===== src/rtl/tdm_pkg.sv =====
// Shared definitions for the 8-slot TDM link, used by both the
// transmit-side scanner and the receive-side demux.
package tdm_pkg;

    localparam int SLOTS = 8;
    localparam int SEL_W = 3;

    typedef enum logic {
        HUNT,
        RUN
    } state_t;

    // Cycle counter width; a single-cycle slot still keeps one bit.
    function automatic int cyc_width(input int n);
        return (n > 1) ? $clog2(n) : 1;
    endfunction

endpackage


===== src/rtl/tdm_demux8_if.sv =====
// Serial-side and frame-side signals of the TDM receiver.
interface tdm_demux8_if;
    import tdm_pkg::*;

    logic             en;
    logic             din;
    logic             sync;
    logic [SEL_W-1:0] sel;
    logic [SLOTS-1:0] dout;
    logic             dout_valid;
    logic             frame_err;

    modport master (
        output en, din, sync,
        input  sel, dout, dout_valid, frame_err
    );

    modport slave (
        input  en, din, sync,
        output sel, dout, dout_valid, frame_err
    );

endinterface


===== src/rtl/tdm_slot_counter.sv =====
// Cycle-within-slot and slot counters; a restart makes the current
// cycle slot 0, cycle 0 and processes it as such.
module tdm_slot_counter
    import tdm_pkg::*;
#(
    parameter int SLOT_CYCLES = 1
) (
    input  logic             clk,
    input  logic             rst_n,
    input  logic             adv,
    input  logic             restart,
    output logic [SEL_W-1:0] slot,
    output logic             at_start,
    output logic             sample,
    output logic [SEL_W-1:0] sample_slot
);

    localparam int CW = cyc_width(SLOT_CYCLES);
    localparam logic [CW-1:0] LAST = CW'(SLOT_CYCLES - 1);

    logic [CW-1:0]    cyc;
    logic [CW-1:0]    cyc_e;
    logic [SEL_W-1:0] slot_e;

    // Effective position of this cycle after a possible restart.
    always_comb begin
        cyc_e  = restart ? '0 : cyc;
        slot_e = restart ? '0 : slot;
    end

    assign at_start    = (slot == '0) && (cyc == '0);
    assign sample      = adv && (cyc_e == LAST);
    assign sample_slot = slot_e;

    always_ff @(posedge clk or negedge rst_n) begin
        if (!rst_n) begin
            cyc  <= '0;
            slot <= '0;
        end else if (adv) begin
            if (cyc_e == LAST) begin
                cyc  <= '0;
                slot <= slot_e + SEL_W'(1);
            end else begin
                cyc  <= cyc_e + CW'(1);
                slot <= slot_e;
            end
        end
    end

endmodule


===== src/rtl/tdm_demux8.sv =====
// Receive side of the 8-slot TDM link: sync alignment, slot sampling
// and frame reassembly with valid and misalignment strobes.
module tdm_demux8
    import tdm_pkg::*;
#(
    parameter int SLOT_CYCLES = 1
) (
    input  logic         clk,
    input  logic         rst_n,
    tdm_demux8_if.slave  bus
);

    state_t           state;
    state_t           state_d;
    logic [SLOTS-1:0] asm_q;
    logic [SLOTS-1:0] asm_d;
    logic [SLOTS-1:0] dout_q;
    logic [SLOTS-1:0] dout_d;
    logic             valid_q;
    logic             valid_d;
    logic             err_q;
    logic             err_d;
    logic             adv;
    logic             restart;
    logic             misalign;
    logic             at_start;
    logic             sample;
    logic [SEL_W-1:0] slot;
    logic [SEL_W-1:0] sample_slot;

    assign misalign = (state == RUN) && !at_start;
    assign restart  = bus.en && bus.sync && ((state == HUNT) || misalign);
    assign adv      = bus.en && ((state == RUN) || bus.sync);

    tdm_slot_counter #(
        .SLOT_CYCLES (SLOT_CYCLES)
    ) u_cnt (
        .clk         (clk),
        .rst_n       (rst_n),
        .adv         (adv),
        .restart     (restart),
        .slot        (slot),
        .at_start    (at_start),
        .sample      (sample),
        .sample_slot (sample_slot)
    );

    always_comb begin
        state_d = state;
        asm_d   = asm_q;
        dout_d  = dout_q;
        valid_d = 1'b0;
        err_d   = 1'b0;
        if (restart) begin
            state_d = RUN;
            asm_d   = '0;
            err_d   = (state == RUN);
        end
        // A restart forces slot 0, so completion never meets an error.
        if (sample) begin
            asm_d[sample_slot] = bus.din;
            if (sample_slot == SEL_W'(SLOTS - 1)) begin
                dout_d  = asm_d;
                valid_d = 1'b1;
            end
        end
    end

    always_ff @(posedge clk or negedge rst_n) begin
        if (!rst_n) begin
            state   <= HUNT;
            asm_q   <= '0;
            dout_q  <= '0;
            valid_q <= 1'b0;
            err_q   <= 1'b0;
        end else begin
            state   <= state_d;
            asm_q   <= asm_d;
            dout_q  <= dout_d;
            valid_q <= valid_d;
            err_q   <= err_d;
        end
    end

    assign bus.sel        = (state == RUN) ? slot : '0;
    assign bus.dout       = dout_q;
    assign bus.dout_valid = valid_q;
    assign bus.frame_err  = err_q;

endmodule


===== src/flat_wrapper.sv =====
// flat-port wrapper written by rule: the top's interface ports become plain ports
module tdm_demux8_flat import tdm_pkg::*;
#(
    parameter int SLOT_CYCLES = 1
)
  (clk, rst_n, bus_en, bus_din, bus_sync, bus_sel, bus_dout, bus_dout_valid, bus_frame_err);
  tdm_demux8_if bus_i ();
  input  logic clk;
  input  logic rst_n;
  input wire logic [$bits(bus_i.en)-1:0] bus_en;
  input wire logic [$bits(bus_i.din)-1:0] bus_din;
  input wire logic [$bits(bus_i.sync)-1:0] bus_sync;
  output wire logic [$bits(bus_i.sel)-1:0] bus_sel;
  output wire logic [$bits(bus_i.dout)-1:0] bus_dout;
  output wire logic [$bits(bus_i.dout_valid)-1:0] bus_dout_valid;
  output wire logic [$bits(bus_i.frame_err)-1:0] bus_frame_err;
  assign bus_i.en = bus_en;
  assign bus_i.din = bus_din;
  assign bus_i.sync = bus_sync;
  assign bus_sel = bus_i.sel;
  assign bus_dout = bus_i.dout;
  assign bus_dout_valid = bus_i.dout_valid;
  assign bus_frame_err = bus_i.frame_err;
  tdm_demux8 #(.SLOT_CYCLES(SLOT_CYCLES)) u_core (.clk(clk), .rst_n(rst_n), .bus(bus_i));
endmodule

===== config.mk =====
export PLATFORM = sky130hd
export DESIGN_NAME = tdm_demux8_flat
export DESIGN_NICKNAME = d
export VERILOG_FILES = /design/src/rtl/tdm_pkg.sv /design/src/rtl/tdm_demux8_if.sv /design/src/rtl/tdm_slot_counter.sv /design/src/rtl/tdm_demux8.sv /design/src/flat_wrapper.sv
export SDC_FILE = /design/constraint.sdc
export NUM_CORES = 1
export LEC_CHECK = 0
export ABC_CLOCK_PERIOD_IN_PS = 2350
export BUFFER_PORTS_ARGS = -buffer_cell sky130_fd_sc_hd__buf_2
export CORE_ASPECT_RATIO = 1.1
export CORE_MARGIN = 2
export CORE_UTILIZATION = 29
export CTS_BUF_LIST = sky130_fd_sc_hd__clkbuf_8
export CTS_CLUSTER_SIZE = 28
export DETAILED_ROUTE_END_ITERATION = 12
export GPL_TIMING_DRIVEN = 0
export PLACE_DENSITY = 0.48
export SETUP_SLACK_MARGIN = 0.1
export SLEW_MARGIN = 20
export SYNTH_ARGS = -nofsm -noshare
export SYNTH_HDL_FRONTEND = slang
export SYNTH_SLANG_ARGS = --single-unit

===== constraint.sdc =====
create_clock -name clk -period 2.35 [get_ports clk]
set_input_delay 0.47 -clock clk [delete_from_list [all_inputs] [get_ports clk]]
set_output_delay 0.47 -clock clk [all_outputs]
set_load 0.005 [all_outputs]

==> Flow_metrics.wiki <==
{| class="wikitable"
! Metric !! Value
|-
| Synthesized Nets || 126
|-
| Setup CP Type || register to register
|-
| Routed vias || 1,013
|-
| Worst EP required || 2.48 ns
|-
| Worst Path Max Fanout || 10
|-
| Worst Clk Skew || 0.00424 ns
|-
| Longest individual stage delay on the worst path || 0.47 ns
|-
| Number of vias per cell || about 5.3
|-
| Core area || approximately 3700 um2
|-
| Synth warn || 0
|-
| Least-Margin Pin Slew || 0.519 ns
|-
| Fin nets || 148
|-
| CTS buffer count || 3
|-
| Number of buffers inserted by port buffering || 17
|-
| Number of enable-type register cells in the synthesized netlist || 0
|-
| Root buffer cell || clkbuf_8
|-
| Buffer count from post-CTS setup fixing || 0
|-
| Chip width || approximately 64 um
|-
| Site row count || 23
|-
| Synthesized instance count || 120
|-
| Class of the tightest hold or removal check || input pin to async pin
|-
| Fill cell count || approximately 400
|-
| Clock edge transition at the registers on the reported setup and hold paths || 0.08 ns
|-
| Number of top-level pins || 18
|-
| Die boundary height || 69.9 um
|-
| Fin Setup TNS || 0 ns
|-
| Total number of H-tree levels || 1
|-
| Cell area after synthesis || 1150 um2
|-
| Distinct cells, synth || 32
|-
| Pin count of the biggest net entering global routing || 23
|-
| Startpoint type of the worst setup path || register
|-
| Final hold vios || 0
|-
| Routed length per instance || 14.6 um
|-
| Final setup violating endpoints || 0
|-
| Final min period || 2.05 ns
|-
| Hpwl dp || between 2000 and 2500 um
|-
| Clock buffer depth || 2
|-
| Number of global-route vias before repair || 968
|-
| Number of buffers and inverters on the critical path || 2
|-
| Share of layout cells above drive strength 1 || 24.3%
|-
| DRC marker count from the first detailed-route iteration || 40
|-
| Total global routing overflow || 0
|-
| Max Clk Rate || 489 MHz
|-
| GRT Util Overall || 13.7%
|-
| Standard cell with the maximum stage delay on the critical path || dfrtp_1
|-
| Number of slew-limit violations in the final report || 0
|-
| Number of flip-flops and latches in the synthesized netlist || 22
|-
| Primary flip-flop cell chosen by synthesis mapping || dfrtp_1
|-
| Critical path, cell by cell || a21bo_2, clkinv_1, ha_1, o211a_2, buf_2, nor2_1, a31oi_1
|-
| Number of max-capacitance violations reported || 0
|-
| Antenna-violating nets left || 0
|-
| First-pass GRT wire length || 4750 um
|-
| Max-Slew Margin vs Limit || 65.4%
|-
| Mean instance size in the synthesized netlist || 9.55 um2
|-
| Die area || 4470 um2
|-
| Portion of the post-synthesis area used by sequential elements || 48.0%
|-
| Number of clock sinks || 22
|-
| Tot Pwr || roughly 1.3 mW
|-
| Total iterations of the first detailed-routing run || 4
|-
| Proportion of netlist area held by the largest area contributor || between 40% and 50%
|-
| Cell type group with the largest total delay on the critical path || compound AO/OA/AOI/OAI gates
|-
| Leakage || 0.575 nW
|-
| CP arrival || 2.17 ns
|-
| Worst skew pair latency || 0.26 ns
|-
| Antenna diode count || 0
|-
| Clock tree from TritonCTS || yes
|-
| Status || completed
|-
| Final Routed Wirelength || ~2800 um
|-
| Unrepaired setup endpoints after global routing || false
|-
| Final Cycle Share || 87.1%
|-
| Starting density of the core || 30.9%
|-
| Cell type with the highest aggregate area in the netlist || dfrtp_1
|-
| Maximum VDD drop || 0.233 mV
|-
| Number of antenna violations at the first check in global routing || 0
|-
| Asr flop ratio synth || 100%
|-
| Pwr per Cell Area || 952 nW/um2
|-
| Growth of design area from synthesis to finish || 16.6%
|-
| Global placement routability congestion || around 0.87
|-
| CP endpoint kind || register
|-
| Flop2flop setup slack || 0.30 ns
|-
| Cells taking the most area after synthesis || dfrtp_1 48%, nand3_1 5.7%, o221ai_1 5.3%
|-
| Count of unresolved DRC violations after routing || 0
|}
[layout by cell type (no fill, tap or decap), types with 2 or more instances in the layout]
cell type,count
nand3_1,13
dfrtp_1,21
a21oi_1,4
buf_4,2
nand4_1,8
and2_1,3
nor2_1,8
o211ai_1,2
a31oi_1,7
clkbuf_8,3
a21o_1,2
buf_2,22
nand2b_1,4
o21ai_0,2
nand2_1,13
o21a_1,2
o221ai_1,7
[power breakdown]
part | switching, mW | internal, mW
logic | 0.240 | 0.200
clock network | 0.118 | 0.114
registers | 0.0884 | 0.511
total | 0.447 | 0.825
[registers in the layout, indices dropped and copies added, names as in the netlist]
signal,count
u_core.asm_q,8
u_core.u_cnt.slot,3
u_core.state,1
u_core.bus.frame_err,1
u_core.bus.dout_valid,1
u_core.bus.dout,8
[cell type report]
class | instances | area (um2) | share of cell area (%)
buffer | 8 | 43.8 | 3.28
clock buffer | 3 | 41.3 | 3.09
timing repair buffer | 17 | 85.1 | 6.37
sequential | 22 | 552 | 41.3
multi-input combinational | 88 | 544 | 40.7
inverter | 2 | 7.51 | 0.562
tap | 50 | 62.6 | 4.68
[cells by family (layout without fill, tap and decap cells)]
logic type	count (synthesis)	after routing	share of synthesized area, %
buf+inv	10	30	4.47
compound gates	30	30	19.0
mux	1	1	0.982
simple gates	56	56	26.4
flops	22	22	48.0
fa+ha+maj	1	1	1.09
[metal layers]
metal,wire [um],track usage [%],up-vias
met5,0,0,-
met1,1260,18.1,491
met3,107,2.58,6
met4,53,5.80,0
li1,-,-,491
met2,1350,21.8,25
[Yosys cell counts, types with 2 or more instances]
cell type and instances:
o21a_1 2, o21ai_0 2, buf_4 2, nand2_1 13
o221ai_1 7, nand2b_1 4, o211ai_1 2, a31oi_1 7
nand4_1 8, nand3_1 13, a21o_1 2, a21oi_1 4
buf_2 5, and2_1 3, dfrtp_1 22, nor2_1 8
[final timing paths]
path	cells past startpoint	to	start
worst max-delay path	7	u_core.bus.dout[1]$_DFFE_PN0P_	u_core.u_cnt.slot[2]$_DFFE_PN0P_
worst min-delay path	1	u_core.u_cnt.slot[1]$_DFFE_PN0P_	rst_n
worst max register to register	7	u_core.bus.dout[1]$_DFFE_PN0P_	u_core.u_cnt.slot[2]$_DFFE_PN0P_
worst min register to register	2	u_core.bus.dout[0]$_DFFE_PN0P_	u_core.bus.dout[0]$_DFFE_PN0P_
max in group asynchronous	1	u_core.u_cnt.slot[0]$_DFFE_PN0P_	rst_n
min in group clk	2	u_core.bus.dout[0]$_DFFE_PN0P_	u_core.bus.dout[0]$_DFFE_PN0P_
[stage by stage]
step	setup slack (ns)	cell area, um2	hold slack (ns)	instances	util, %
2_1_floorplan	0.532	1150	0.174	120	-
3_3_place_gp	0.134	1290	0.464	187	34.8
3_5_place_dp	0.115	1290	0.472	187	34.8
6_report	0.304	1340	0.169	190	36.0
4_1_cts	0.296	1340	0.188	190	36.0
5_1_grt	0.145	1340	0.197	190	36.0
[what timing repair did]
item | CTS | global route
endpoints found under the hold margin | 0 | 0
setup endpoints to repair | 0 | 1
resized for setup | 0 | 1
hold buffers | 0 | 0
No activity file was read; power rests on OpenSTA's default activity.
